[src/rtl/fetch_pkg.sv]
// Shared types and helpers for the instruction-fetch slice.
package fetch_pkg;

  localparam int FETCH_WIDTH = 32;
  localparam int INSTR_BYTES = 4;

  typedef struct packed {
    logic [FETCH_WIDTH-1:0] pc;
    logic [FETCH_WIDTH-1:0] instr;
  } fetch_entry_t;

  // Word index of a byte address, keeping only the low iw index bits.
  function automatic logic [FETCH_WIDTH-1:0] word_idx(input logic [FETCH_WIDTH-1:0] addr,
                                                      input int iw);
    logic [FETCH_WIDTH-1:0] mask;
    mask = FETCH_WIDTH'((64'd1 << iw) - 64'd1);
    return (addr >> $clog2(INSTR_BYTES)) & mask;
  endfunction

endpackage

[src/rtl/fetch_unit_sync_fifo.sv]
// Small synchronous FIFO with flush; head entry is read straight from registered storage.
module sync_fifo
  import fetch_pkg::*;
#(
  parameter int WIDTH = 2 * FETCH_WIDTH,
  parameter int DEPTH = 4
) (
  input  logic                       clk,
  input  logic                       reset,
  input  logic                       flush,
  input  logic                       push,
  input  logic                       pop,
  input  logic [WIDTH-1:0]           wdata,
  output logic [WIDTH-1:0]           rdata,
  output logic [$clog2(DEPTH):0]     count,
  output logic                       empty
);

  localparam int PW = $clog2(DEPTH);
  localparam int CW = PW + 1;

  logic [WIDTH-1:0] storage [DEPTH];
  logic [PW-1:0]    wr_ptr;
  logic [PW-1:0]    rd_ptr;
  logic             full;
  logic             pop_ok;
  logic             push_ok;

  assign empty   = (count == '0);
  assign full    = (count == CW'(DEPTH));
  assign pop_ok  = pop & !empty & !flush;
  // A full FIFO may still accept a write when the head leaves in the same cycle.
  assign push_ok = push & !flush & (!full | pop_ok);
  assign rdata   = storage[rd_ptr];

  always_ff @(posedge clk) begin
    if (reset || flush) begin
      wr_ptr <= '0;
      rd_ptr <= '0;
      count  <= '0;
    end else begin
      if (push_ok) wr_ptr <= wr_ptr + PW'(1);
      if (pop_ok)  rd_ptr <= rd_ptr + PW'(1);
      count <= count + CW'(push_ok) - CW'(pop_ok);
    end
  end

  always_ff @(posedge clk) begin
    if (!reset && push_ok) storage[wr_ptr] <= wdata;
  end

endmodule

[src/rtl/fetch_unit.sv]
// Instruction fetch: word-index PC driving imem, prefetch FIFO, valid/ready output, redirect flush.
module fetch_unit
  import fetch_pkg::*;
#(
  parameter int               WIDTH    = FETCH_WIDTH,
  parameter int               SIZE     = 64,
  parameter int               DEPTH    = 4,
  parameter logic [WIDTH-1:0] RESET_PC = '0
) (
  input  logic             clk,
  input  logic             reset,
  output logic [WIDTH-1:0] imem_a,
  input  logic [WIDTH-1:0] imem_rd,
  input  logic             redirect_valid,
  input  logic [WIDTH-1:0] redirect_pc,
  output logic             instr_valid,
  input  logic             instr_ready,
  output logic [WIDTH-1:0] instr_data,
  output logic [WIDTH-1:0] instr_pc
);

  localparam int            IW        = $clog2(SIZE);
  localparam int            CW        = $clog2(DEPTH) + 1;
  localparam logic [IW-1:0] RESET_IDX = IW'(word_idx(RESET_PC, IW));

  logic [IW-1:0]      pc_idx;
  logic [CW-1:0]      count;
  logic               empty;
  logic               pop;
  logic               push;
  logic [2*WIDTH-1:0] head;

  assign imem_a      = {{(WIDTH-IW-2){1'b0}}, pc_idx, 2'b00};
  assign instr_valid = !empty;
  assign pop         = instr_valid & instr_ready;
  assign push        = !redirect_valid & ((count < CW'(DEPTH)) | pop);

  // The index counter wraps naturally at SIZE because it is exactly IW bits wide.
  always_ff @(posedge clk) begin
    if (reset) begin
      pc_idx <= RESET_IDX;
    end else if (redirect_valid) begin
      pc_idx <= IW'(word_idx(redirect_pc, IW));
    end else if (push) begin
      pc_idx <= pc_idx + IW'(1);
    end
  end

  sync_fifo #(
    .WIDTH(2 * WIDTH),
    .DEPTH(DEPTH)
  ) u_fifo (
    .clk   (clk),
    .reset (reset),
    .flush (redirect_valid),
    .push  (push),
    .pop   (pop),
    .wdata ({imem_a, imem_rd}),
    .rdata (head),
    .count (count),
    .empty (empty)
  );

  assign instr_pc   = empty ? '0 : head[2*WIDTH-1:WIDTH];
  assign instr_data = empty ? '0 : head[WIDTH-1:0];

endmodule

[config.mk]
export PLATFORM = sky130hd
export DESIGN_NAME = fetch_unit
export DESIGN_NICKNAME = d
export VERILOG_FILES = /design/src/rtl/fetch_pkg.sv /design/src/rtl/fetch_unit_sync_fifo.sv /design/src/rtl/fetch_unit.sv
export SDC_FILE = /design/constraint.sdc
export NUM_CORES = 1
export LEC_CHECK = 0
export ABC_AREA = 1
export CAP_MARGIN = 20
export CORE_MARGIN = 4
export CORE_UTILIZATION = 28
export DETAILED_ROUTE_END_ITERATION = 12
export PLACE_DENSITY = 0.44
export SLEW_MARGIN = 0
export SYNTH_ARGS = -nofsm -noshare
export SYNTH_HDL_FRONTEND = slang
export SYNTH_HIERARCHICAL = 1
export SYNTH_SLANG_ARGS = --single-unit
[constraint.sdc]
create_clock -name clk -period 11.09 [get_ports clk]
set_input_delay 1.109 -clock clk [delete_from_list [all_inputs] [get_ports clk]]
set_output_delay 1.109 -clock clk [all_outputs]
set_load 0.02 [all_outputs]
# Word level (Yosys, flattened, before mapping)
# Memories as Yosys holds them, arrays and structs flattened. A register that Yosys moved wholly into a read port is not among the register bits.
# Index checks and enable logic that the tools add are counted.
[op_classes]
n_addsub = 5
order_cmp = 1
eq_ne = 1
muxes = 8
bitwise = 8
reduce_logical = 8
[op_table]
columns = ["operator", "n"]
rows = [
  ["32-bit two-way mux", 2],
  ["6-bit two-way mux", 2],
  ["6-bit by 1-bit adder with 6-bit output, second input constant", 1],
  ["1-bit bitwise AND", 6],
  ["2-bit by 1-bit adder with 2-bit output, second input constant", 2],
  ["1-bit zero test", 4],
  ["2-bit two-way mux", 2],
  ["3-bit by 1-bit adder with 3-bit output", 1],
  ["3-bit equality test, second input constant", 1],
  ["3-bit zero test", 1],
  ["3-bit < comparator, second input constant", 1],
  ["3-bit by 1-bit subtractor with 3-bit output", 1],
  ["1-bit two-way mux", 2],
  ["1-bit OR", 2],
  ["2-bit nonzero test", 1],
  ["1-bit logical AND", 1],
  ["1-bit logical OR", 1],
]
[totals]
register_bits = 13
ram_bits = 152
inputBits = 68
out_inout_bits = 97
word_cells = 36
memories = 1
[memory_table]
columns = ["memory", "words", "width", "rd", "rd_clocked_by_memory_dff", "wr", "line", "source"]
rows = [
  ["u_fifo.storage", 4, 38, 1, 1, 1, "fetch_unit_sync_fifo.sv:22", "logic [WIDTH-1:0] storage [DEPTH];"],
]

# Logic depth before layout (Yosys ltp)
# Gate-level depths: netlist (run 1).
[logic_depth]
ltp_word = 10
depth_mapped = 16
mapped_depth_nobuf = 16

# Modules after synthesis
# Netlist (run 1), hierarchy kept.
[modules_own_cells]
columns = ["mod", "n_inst", "cells_per_inst", "area_per_inst_um2", "seq_area_each_um2"]
rows = [
  ["sync_fifo", 1, 689, 10000.8, 7867.5],
  ["fetch_unit", 1, 222, 1103.6, 120.1],
]

# Worst setup path after synthesis (run 1)
# OpenSTA, ideal clock, no wires.
[synth_path]
path_kind = "input to register"
startpoint = "in instr_ready"
endpoint = "mem u_fifo/storage[0][0] in the netlist's numbering (enable)"
t_arrival_ns = 4.511
t_required_ns = 10.603
slack_ns = 6.092
path_stages = 8
path_buffers = 0
path_cell_list = "inv_1 > o21ai_0 > nand2_1 > inv_1 > inv_1 > nor2_1 > nand3b_1 > nor2_1"
[synth_via]
elab_chain_len = 8
word_cells_on_any_way = 11
[synth_rtl]
columns = ["element", "line", "source"]
rows = [
  ["start: declaration", "fetch_unit.sv:17", "input logic instr_ready,"],
  ["1-bit bitwise AND", "fetch_unit.sv:35", "assign pop = instr_valid & instr_ready;"],
  ["1-bit OR", "fetch_unit.sv:36", "assign push = !redirect_valid & ((count < CW'(DEPTH)) | pop);"],
  ["1-bit bitwise AND", "fetch_unit.sv:36", ""],
  ["net push", "fetch_unit.sv:30", "logic push;"],
  ["1-bit bitwise AND (2 in a row)", "fetch_unit_sync_fifo.sv:33", "assign push_ok = push & !flush & (!full | pop_ok);"],
  ["1-bit logical AND", "fetch_unit_sync_fifo.sv:49", "if (!reset && push_ok) storage[wr_ptr] <= wdata;"],
  ["1-bit two-way mux", "fetch_unit_sync_fifo.sv:49", ""],
  ["1-bit two-way mux (implied by the code)", "fetch_unit_sync_fifo.sv:49", ""],
  ["end: declaration", "fetch_unit_sync_fifo.sv:22", ""],
]
# The timed path passes the listed nets, and every way through them passes these cells.

==> impl_metrics.ini, run 1 <==
[run_status]
status = finished clean

[route]
vias = 6913
drcViolationCount = 0
dr.pass1.iters = 6
drtAntennaViolNets = 0
wl_mm = 25.2
vias_per_cell = 4.16
drtIter0Drc = 317
wire_per_inst_um = 15.2

[cts]
cts_inserted_buffers = 31
cts_num_sinks = 271
clock-root-buffer = clkbuf_16
cts_htree_levels = 1
clock_latency_ns = 0.54
cts_tree = yes
hold_buffers = 0
cts_resized = 0
clkTransAtPathRegs_ns = 0.06
post_cts_buffers = 0
max-clock-path-buffers = 3

[logic_synthesis]
synth-seq-cells = 271
synthTopCellsByCount = edfxtp_1, nor2_1, inv_1
yosysTopAreaCellShare_pct = 69.2
synth_edf_count = 256
seq_area_frac_synth_pct = 71.9
ys.flop_type = edfxtp_1
synth_top_cell_by_area = edfxtp_1
synth_area_um2 = 11100
syn_avg_cell_area_um2 = 12.2
synth_warnings = 6
synth.top_cells.by_area = edfxtp_1, nor2_1, o22ai_1
async_flop_share_pct = 0
synth_cell_type_count = 29
yosysMostFrequentCell = edfxtp_1
synthCells = 911

[global_routing]
globalRouteOverflowTotal = 0
grt_max_degree = 77
grt_pass1_wl_mm = 40.0
use_met3_pct = 2.13
track_usage_pct = 11.5
grt_pass1_vias = 6950
use_met1_pct = 16.1
gr-max-usage-layer = met2
met2_usage_pct = 18.9
grt_antenna_before_repair = 0

[timing]
worstMarginPinSlew_ns = 1.09
clock_skew_ns = 0.00925
fmax_mhz = 206
fin_crit_ns = 4.85
holdWs_ns = 0.478
tns_ns = 0
maxSlewViolCount = 0
finalSetupViolCount = 0
hold_violations = 0
setup_slack_ns = 6.24
rsz0062_at_grt = no
slew_headroom_pct = 27.6
min_period_over_period_pct = 43.7

[place]
portBuffers = 112
dpl_worst_slack_ns = 6.26
place_area_um2 = 12900
post-place-cells = 1605
place_congestion = 0.694
detailed_place_hpwl_mm = 12.9

[floorplanning]
die-area_um2 = 42900
start_util_pct = 28.5
die_w_um = 207
core_area_um2 = 38900
rows = 72
io_pins = 165
dieHeight_um = 207

[cells_and_area]
final_cells = 1661
antenna_cells = 0
area_delta_synth_final_pct = 25.9
fin_area_um2 = 14000
layout-drive-gt1-share_pct = 5.86
nets = 1196
n_fill_cell = 3859

[critical_path]
reg2reg_to = u_fifo/storage[1][6]$_DFFE_PP_
crit_type = reg -> out
path_max_fanout = 76
endpoint_kind = output port
endpoint = instr_pc[31]
crit_path_start_kind = register
crit_required_ns = 9.98
r2r_start = u_fifo/count[2]$_SDFF_PP0_
cp.arrival_ns = 3.74
r2r_setup_slack_ns = 7.35
rr_worst_depth = 11

[min_path]
hold_class = reg -> reg

[pwr]
p_per_area_nw_per_um2 = 162
ir_drop_v = 0.0000848
p_leak_nw = 5.10

[flow_run]
max_cap_viol_count = 0
[worst min path at each step]
stage                    end  slack, ns                           from  depth (start not counted)
floorplan           register       0.45  u_fifo/rd_ptr[1]$_SDFFE_PP0N_                          2
global placement    register       0.47  u_fifo/rd_ptr[1]$_SDFFE_PP0N_                          2
detailed placement  register       0.47  u_fifo/rd_ptr[1]$_SDFFE_PP0N_                          2
CTS                 register       0.48  u_fifo/rd_ptr[1]$_SDFFE_PP0N_                          2
global route        register       0.52  u_fifo/rd_ptr[1]$_SDFFE_PP0N_                          2
finish              register       0.48  u_fifo/rd_ptr[1]$_SDFFE_PP0N_                          2
[critical path: stages, from the launching register on]
cell and delay, ns:
dfxtp_4 0.53, inv_4 0.55, buf_4 0.81, o21ai_0 0.17
o22ai_1 0.16, inv_1 0.06, nor2_1 0.21, clkdlybuf4s50_1 0.66
[per-stage QoR]
step	power, mW	util (%)
4_1_cts	2.30	35.9
3_3_place_gp	1.26	33.3
2_1_floorplan	1.22	-
3_5_place_dp	1.26	33.3
5_1_grt	2.35	35.9
6_report	2.26	35.9
[placed cells by master (no fill, tap or decap), drive strengths merged, types with 7 or more instances in the layout]
cell           count
edfxtp           256
conb             130
buf                9
nand3              9
dfxtp             15
nor2             211
o21ai            132
clkbuf            39
ha                 7
nand2             28
clkinv            11
a21oi              9
clkdlybuf4s50    112
inv               92
o22ai             64
[final cells by class]
class / count / area, um2 / share of cell area (%)
clock buffer: 39 / 826 / 5.90
tap: 518 / 648 / 4.63
timing repair buffer: 121 / 1190 / 8.50
clock inverter: 17 / 209 / 1.49
inverter: 93 / 353 / 2.52
sequential: 271 / 7990 / 57.2
multi-input combinational: 602 / 2770 / 19.8
[logic make-up (layout without fill, tap and decap cells)]
| group | after synthesis | after routing | share of synthesized area [%] |
|---|---|---|---|
| flops | 271 | 271 | 71.9 |
| other cells | 1 | 130 | 0.0338 |
| fa+ha+maj | 8 | 8 | 0.969 |
| buf+inv | 167 | 270 | 7.77 |
| simple gates | 251 | 251 | 8.79 |
| xor+xnor | 2 | 2 | 0.158 |
| compound gates | 211 | 211 | 10.3 |
[report_power, final]
part / switching (mW) / internal, mW / leakage [nW]
Sequential: 0.00687 / 1.13 / 2.44
Clock: 0.388 / 0.638 / 0.502
Combinational: 0.0595 / 0.0375 / 2.15
[sequential cells by signal, indices dropped and copies added, names as in the netlist, named ones only]
| signal | flops |
|---|---|
| pc_idx | 6 |
| u_fifo/count | 3 |
| u_fifo/rd_ptr | 2 |
| u_fifo/storage | 256 |
| u_fifo/wr_ptr | 2 |
[per-layer routing]
layer	vias up	routed length [um]	part of all wire, %
li1	3446	-	-
met4	0	354	1.4
met1	3278	12000	48
met2	158	11600	46
met3	31	1180	4.7
met5	-	0	0
(Power assumes the default switching activity.)
==> run 2, diff against run 1 <==
- clock period: 11.09 -> 4.8 ns (I/O delays scaled with it)
==> run 2 against run 1 <==
Effect of this change: routed wire length increased by 0.32%; final cell count up 0.24%; sequential power rose by 130%; non-clock buffer count up 5; hold slack lost 0.0064 ns; critical path type unchanged; critical endpoint is now instr_pc[4].
==> impl_metrics.ini, run 2 (synthesis results as in run 1) <==
[cts]
cts_resized = 0
max-clock-path-buffers = 3
clock-root-buffer = clkbuf_16
cts_inserted_buffers = 30
post_cts_buffers = 0
clock_latency_ns = 0.53
cts_tree = yes
cts_htree_levels = 1
cts_num_sinks = 271
clkTransAtPathRegs_ns = 0.06
hold_buffers = 0

[route]
dr.pass1.iters = 4
drcViolationCount = 0
wire_per_inst_um = 15.2
drtIter0Drc = 299
vias_per_cell = 4.16
vias = 6930
drtAntennaViolNets = 0
wl_mm = 25.3

[critical_path]
path_cells = buf_4, o21ai_0, o22ai_1, inv_1, nor2_1, clkdlybuf4s50_1
rr_worst_depth = 11
crit_type = reg -> out
reg2reg_to = u_fifo/storage[2][10]$_DFFE_PP_
endpoint_kind = output port
path_delay_family = buffers and inverters
cp.arrival_ns = 3.42
cp_num_buf_inv = 3
path_max_fanout = 70
cpPeakStageDelay_ns = 0.80
r2r_setup_slack_ns = 1.81
worst_path_max_delay_cell = dfxtp_4
crit_required_ns = 4.32
r2r_start = u_fifo/count[2]$_SDFF_PP0_
crit_path_start_kind = register

[floorplanning]
core_area_um2 = 38900
rows = 72
die-area_um2 = 42900
start_util_pct = 28.5
io_pins = 165
die_w_um = 207
dieHeight_um = 207

[timing]
finalSetupViolCount = 0
tns_ns = 0
rsz0062_at_grt = no
hold_violations = 0
min_period_over_period_pct = 81.2
fmax_mhz = 257
clock_skew_ns = 0.00837
slew_headroom_pct = 44.8
setup_slack_ns = 0.903
fin_crit_ns = 3.90
worstMarginPinSlew_ns = 0.828
maxSlewViolCount = 0

[global_routing]
grt_pass1_wl_mm = 40.7
grt_pass1_vias = 7130
grt_max_degree = 71
grt_antenna_before_repair = 0
track_usage_pct = 11.6
globalRouteOverflowTotal = 0

[place]
dpl_worst_slack_ns = 1.40
portBuffers = 112
place_congestion = 0.701
place_area_um2 = 13000
detailed_place_hpwl_mm = 13.3
post-place-cells = 1609

[cells_and_area]
largest_reg_flops = 256
area_delta_synth_final_pct = 26.2
nets = 1200
final_cells = 1665
antenna_cells = 0
regMostFlops = u_fifo/storage
mostFrequentLayoutCells = edfxtp_1, nor2_1, conb_1, clkdlybuf4s50_1, inv_1
largestRegisters = u_fifo/storage: 256 flops, pc_idx: 6 flops, u_fifo/count: 3 flops
layout_commonest_cell = edfxtp_1
fin_area_um2 = 14000
layout-drive-gt1-share_pct = 6.02

[min_path]
hold_class = reg -> reg
min_path_cells = 2
min_from = u_fifo/rd_ptr[1]$_SDFFE_PP0N_

[run_status]
status = finished clean

[pwr]
p_leak_nw = 5.12
p_per_area_nw_per_um2 = 366
ir_drop_v = 0.000253

[flow_run]
max_cap_viol_count = 0
## run 2: report_power, final
part / switching, mW / internal, mW
sequential: 0.0157 / 2.62
combinational: 0.139 / 0.0875
clock: 0.888 / 1.39
## run 2: worst max path at each step
stage                               start                        endpoint  slack, ns  depth (start not counted)
3_3_place_gp                     register                     instr_pc[4]       1.38                          6
4_1_cts                          register                     instr_pc[4]       0.79                          6
5_1_grt                          register                     instr_pc[8]       0.63                          6
2_1_floorplan  u_fifo/count[2]$_SDFF_PP0_  u_fifo/storage[0][0]$_DFFE_PP_       0.20                          8
3_5_place_dp                     register                     instr_pc[4]       1.40                          6
6_report                         register                     instr_pc[4]       0.90                          6
## run 2: layout make-up
class,instances,area (um2)
Clock buffer,36,795
Timing Repair Buffer,126,1260
Clock inverter,19,194
Multi-Input combinational cell,602,2770
Tap cell,518,648
Fill cell,3942,24900
Sequential cell,271,7990
Inverter,93,352
## run 2: tightest hold or removal path, delay by kind of cell, from the launching register on
kind | cells | cell delay (ns)
AOI/OAI and AO/OA | 1 | 0.06
and+or+nand+nor | 1 | 0.06
DFF | 1 | 0.31
## run 2: layer usage
| layer | global-route usage [%] | up-vias | wire [um] |
|---|---|---|---|
| met5 | 0 | - | 0 |
| met4 | 2.21 | 0 | 447 |
| met3 | 2.13 | 29 | 983 |
| met2 | 19.2 | 141 | 11600 |
| met1 | 16.2 | 3297 | 12200 |
| li1 | - | 3463 | - |
## run 2: metrics by stage
stage	total power, mW	utilization (%)	hold WS, ns
final	5.13	36.0	0.472
after global routing	5.35	36.0	0.512
after CTS	5.23	36.0	0.478
after detailed placement	2.91	33.4	0.469
after global placement	2.91	33.4	0.466
after floorplan	2.81	-	0.450
==> run 3, diff against run 2 <==
- PLACE_DENSITY: 0.44 -> 0.45
- clock period: 4.8 -> 3.4 ns (I/O delays scaled with it)
==> run 3 against run 2 <==
Effect of this change: hold slack worse by 0.11 ns; design area is 0.93% higher; flip-flop and latch count stayed put; clock-buffer cell count is 1 higher; critical path depth stayed put; sequential share of layout area is 0.51 points lower; combinational power is 44% higher; die area stayed put; setup slack worse by 0.59 ns; clock power is 41% higher; critical endpoint unchanged.
==> impl_metrics.ini, run 3 (synthesis results as in run 1) <==
[pwr]
p_leak_nw = 5.16
p_comb_share_pct = 4.5
power.share.clock_pct = 44.2
ir_drop_v = 0.000351
seq_power_share_pct = 51.3
p_int_mw = 5.77
swShare_pct = 20.4
p_switching_mw = 1.48
p_per_area_nw_per_um2 = 513

[floorplanning]
die_w_um = 207
rows = 72
io_pins = 165
core_area_um2 = 38900
dieHeight_um = 207
start_util_pct = 28.5
die-area_um2 = 42900

[flow_run]
max_cap_viol_count = 0

[cts]
cts_num_sinks = 271
clkTransAtPathRegs_ns = 0.06
clock_latency_ns = 0.55
max-clock-path-buffers = 3
cts_inserted_buffers = 30
hold_buffers = 0
clock-root-buffer = clkbuf_16
cts_htree_levels = 1
cts_tree = yes

[cells_and_area]
post-route-util_pct = 36.3
largest_reg_flops = 256
largestRegisters = u_fifo/storage: 256 flops, pc_idx: 6 flops, u_fifo/count: 3 flops
final_cells = 1669
mostFrequentLayoutCells = edfxtp_1, nor2_1, conb_1, clkdlybuf4s50_1, inv_1
n_fill_cell = 3873
layout_commonest_cell = edfxtp_1
antenna_cells = 0
regMostFlops = u_fifo/storage
layout-drive-gt1-share_pct = 6.43
nets = 1206
area_delta_synth_final_pct = 27.4

[timing]
clock_skew_ns = 0.00885
fin_crit_ns = 3.09
tns_ns = 0
min_period_over_period_pct = 90.9
maxSlewViolCount = 0
slew_headroom_pct = 58.1
worstMarginPinSlew_ns = 0.628
rsz0062_at_grt = no
hold_violations = 0
finalSetupViolCount = 0
fmax_mhz = 324

[route]
wl_mm = 24.9
drtIter0Drc = 298
dr.pass1.iters = 4
drtAntennaViolNets = 0
wire_per_inst_um = 14.9
vias = 6920
vias_per_cell = 4.15
drcViolationCount = 0

[critical_path]
endpoint_kind = output port
crit_type = reg -> out
crit_required_ns = 3.06
rr_worst_depth = 16
path_max_fanout = 128
crit_path_start_kind = register
cp.arrival_ns = 2.75

[global_routing]
grt_antenna_before_repair = 0
grt_max_degree = 129
grt_pass1_vias = 6977
grt_pass1_wl_mm = 39.6
track_usage_pct = 11.3
globalRouteOverflowTotal = 0

[run_status]
status = finished clean

[place]
place_congestion = 0.709
portBuffers = 112
post-place-cells = 1616
detailed_place_hpwl_mm = 14.3

[min_path]
hold_class = in -> reg
min_path_cells = 3
[run 3: power by group through the flow]
stage | Sequential, mW | Combinational (mW) | Clock, mW
after floorplan | 3.79 | 0.181 | 0
after CTS | 3.72 | 0.331 | 3.31
after global placement | 3.79 | 0.330 | 0
after detailed placement | 3.79 | 0.329 | 0
final | 3.72 | 0.326 | 3.21
after global routing | 3.72 | 0.364 | 3.47
[run 3: path summary, 6_finish.rpt]
kind | from | end | slack, ns
hold reg to reg | u_fifo/rd_ptr[1]$_SDFFE_PP0N_ | register | 0.49
setup reg to reg | u_fifo/count[2]$_SDFF_PP0_ | u_fifo/count[2]$_SDFF_PP0_ | 0.65
hold / removal | redirect_pc[4] | pc_idx[2]$_SDFFE_PP0P_ | 0.36
setup / recovery | register | instr_pc[4] | 0.31
[run 3: cell type report]
type / instances / area (um2) / share of cell area (%)
multi-input combinational: 602 / 2770 / 19.6
sequential: 271 / 8000 / 56.5
timing repair buffer: 132 / 1400 / 9.90
tap: 518 / 648 / 4.58
clock buffer: 37 / 797 / 5.64
clock inverter: 16 / 183 / 1.29
inverter: 93 / 352 / 2.49
[run 3: metrics by stage]
step                cell area [um2]  worst slack [ns]  hold WS [ns]  power [mW]
detailed placement            13200             0.518         0.478        4.12
global route                  14100             0.130         0.340        7.55
CTS                           14100            0.0880         0.326        7.36
finish                        14100             0.310         0.359        7.25
global placement              13200             0.498         0.468        4.12
floorplan                     11600            -0.194         0.409        3.97
[run 3: metal layers]
layer  global-route usage (%)  vias up  part of all wire [%]
met5                        0        -                     0
met4                     2.33        0                   1.5
met3                     2.18       30                   4.2
met2                     18.5      135                    45
met1                     15.8     3283                    49
li1                         -     3472                     -
[run 3: worst max-delay path, stage by stage, from the launching register on]
cell and delay (ns):
dfxtp_4 0.37, buf_12 0.38, o21ai_0 0.18, o22ai_1 0.19
inv_1 0.05, nor2_1 0.22, clkdlybuf4s50_1 0.66
[run 3: repair_timing]
| action | in CTS | in global routing |
|---|---|---|
| setup endpoints to repair | 0 | 6 |
| gates resized for setup | 0 | 2 |
| buffers inserted | 0 | 0 |
==> edit: new RTL, config.mk and constraints of run 1 <==
`SIZE`: 64 -> 32.
--- a/src/rtl/fetch_unit.sv
+++ b/src/rtl/fetch_unit.sv
@@ -3,7 +3,7 @@
   import fetch_pkg::*;
 #(
   parameter int               WIDTH    = FETCH_WIDTH,
-  parameter int               SIZE     = 64,
+  parameter int               SIZE     = 32,
   parameter int               DEPTH    = 4,
   parameter logic [WIDTH-1:0] RESET_PC = '0
 ) (
Function: changed (a bounded check fails within 4 cycles, from zero or initial values and one cycle with reset high).
==> edit against run 1 <==
- count of clock-buffer cells in the layout grew 1
- synthesized cell count shrank 0.55%
- via count shrank 2.7%
- first-iteration DRC count shrank 21%
- routed wire length shrank 2.0%
- power shrank 5.0%
- final area shrank 1.3%
- area after synthesis shrank 0.45%
- sequential power is essentially flat
- clock power shrank 11%
- sequential cell count shrank 1
- setup slack lost 0.0027 ns
- critical path type unchanged
- largest cell class unchanged
==> edit: results (changes against run 1) <==
* Status: completed
* Buffers inserted by post-CTS timing repair at 0 (unchanged)
* Switching Fraction at 0.201 (about the same)
* Port-buffer cells at 110 (-1.8%)
* Maximum VDD drop at 0.0000967 V (+14%)
* Slowest-stage cell, CP: inv_4
* Final Net Count at 1192 (-0.33%)
* Commonest cells in the netlist: edfxtp_1, nor2_1, inv_1, o21ai_0, o22ai_1
* Fill cells at 3841 (-0.47%)
* Mapped Cells at 906 (-0.55%)
* Worst slew margin at 0.274 (-0.00190)
* Top cells by area, synth: edfxtp_1, nor2_1, o22ai_1, o21ai_0, inv_1
* Worst path max stage delay at 0.70 ns (-0.11 ns)
* Layout cells sized above 1 at 0.0519 (-0.00673)
* Final wirelength at 24.7 mm (-2.0%)
* Dpl ws at 6.66 ns (+0.399 ns)
* Iter 0 DRT Violations at 252 (-21%)
* Drt pass-1 iters at 7 (+1)
* Largest net degree at the start of global routing at 73 (-5.2%)
* Total Routing Usage GR at 0.114 (-0.000874)
* TritonCTS Buffers at 30 (-3.2%)
* Global-route wire length before repair at 38.1 mm (-4.6%)
* Leak Pwr at 5.04 nW (-1.1%)
* Yosys cell types at 28 (-3.4%)
* Via count at 6728 (-2.7%)
* Crit share post-route at 0.437 (about the same)
* R2r setup slk at 7.29 ns (-0.06 ns)
* Post-DP HPWL at 12.7 mm (-2.2%)
* Critical R2R Launch: u_fifo/count[2]
* FF-to-FF End: u_fifo/storage[0][1]
* Critical path peak fanout at 72 (-5.3%)
* Placed insts at 1602 (-0.19%)
* Fin Clk Skew at 0.0113 ns (+0.00201 ns)
* Sequential area share after synthesis at 0.721 (+0.00145)
* Routability cong. at 0.727 (+4.7%)
* Wire per inst at 14.9 um (-1.7%)
* Register-to-Register Path Depth at 14 (+3)
* Regs by FF count: u_fifo/storage: 256 flops, pc_idx: 5 flops, u_fifo/count: 3 flops
[edit: cell types whose count changed after synthesis, moves of 2 or more]
cell | before | now
a21oi_1 | 9 | 7
a31oi_1 | 2 | 0
nand2_2 | 0 | 2
nand3_1 | 8 | 6
nand4_1 | 1 | 3
o21bai_1 | 3 | 0
[edit: area by class of cell]
type / instances / area, um^2 / share of cell area
Clock buffer: 40 / 810 / 0.0586
Clock inverter: 13 / 104 / 0.00752
Inverter: 93 / 353 / 0.0256
Multi-Input combinational cell: 602 / 2750 / 0.199
Sequential cell: 270 / 7970 / 0.578
Tap cell: 518 / 648 / 0.0470
Timing Repair Buffer: 119 / 1170 / 0.0847
[edit: worst register-to-register path: stages (launching register included)]
cell	delay [ns]
dfxtp_1	0.41
inv_1	0.08
nand2_1	0.16
inv_2	0.04
buf_4	0.37
inv_2	0.16
nand2_2	0.08
nand2_1	0.06
nand2_1	0.08
inv_1	0.10
inv_1	0.04
nor2_1	0.21
nand3b_1	0.37
nor2_4	0.44
buf_4	0.78
[edit: through the flow]
step	power (mW)	utilization	instance area (um^2)	hold slack, ns
3_3_place_gp	1.25	0.332	12900	0.473
3_5_place_dp	1.25	0.332	12900	0.474
6_report	2.15	0.356	13800	0.480
2_1_floorplan	1.21	-	11600	0.450
5_1_grt	2.25	0.356	13800	0.544
4_1_cts	2.19	0.356	13800	0.484
[edit: power groups by stage]
stage	logic (mW)	registers, mW	clock network (mW)
5_1_grt	0.108	1.14	1.00
2_1_floorplan	0.0555	1.16	0
6_report	0.0958	1.14	0.917
4_1_cts	0.0975	1.14	0.957
3_5_place_dp	0.0971	1.16	0
3_3_place_gp	0.0972	1.16	0
[edit: logic make-up after synthesis]
logic type | synth area share
AOI/OAI and AO/OA | 0.0999
xor gates and xnor gates | 0.000792
adders and majority gates | 0.00973
buffers and inverters | 0.0789
DFF | 0.721
other | 0.000339
and+or+nand+nor | 0.0895
[edit: per-layer routing]
metal	track usage	share of wire
met5	0	0
met4	0.0250	0.017
met1	0.151	0.46
met2	0.197	0.48
met3	0.0209	0.050
[edit: worst max-delay path by stage]
| stage | start | to | slack [ns] | cells after the start |
|---|---|---|---|---|
| 2_1_floorplan | instr_ready | u_fifo/storage[0][0] | 6.18 | 8 |
| 4_1_cts | register | instr_pc[1] | 6.10 | 7 |
| 3_3_place_gp | redirect_valid | u_fifo/storage[0][1] | 6.65 | 9 |
| 6_report | register | instr_pc[1] | 6.24 | 7 |
| 5_1_grt | register | instr_pc[1] | 5.91 | 7 |
| 3_5_place_dp | redirect_valid | u_fifo/storage[0][3] | 6.66 | 9 |
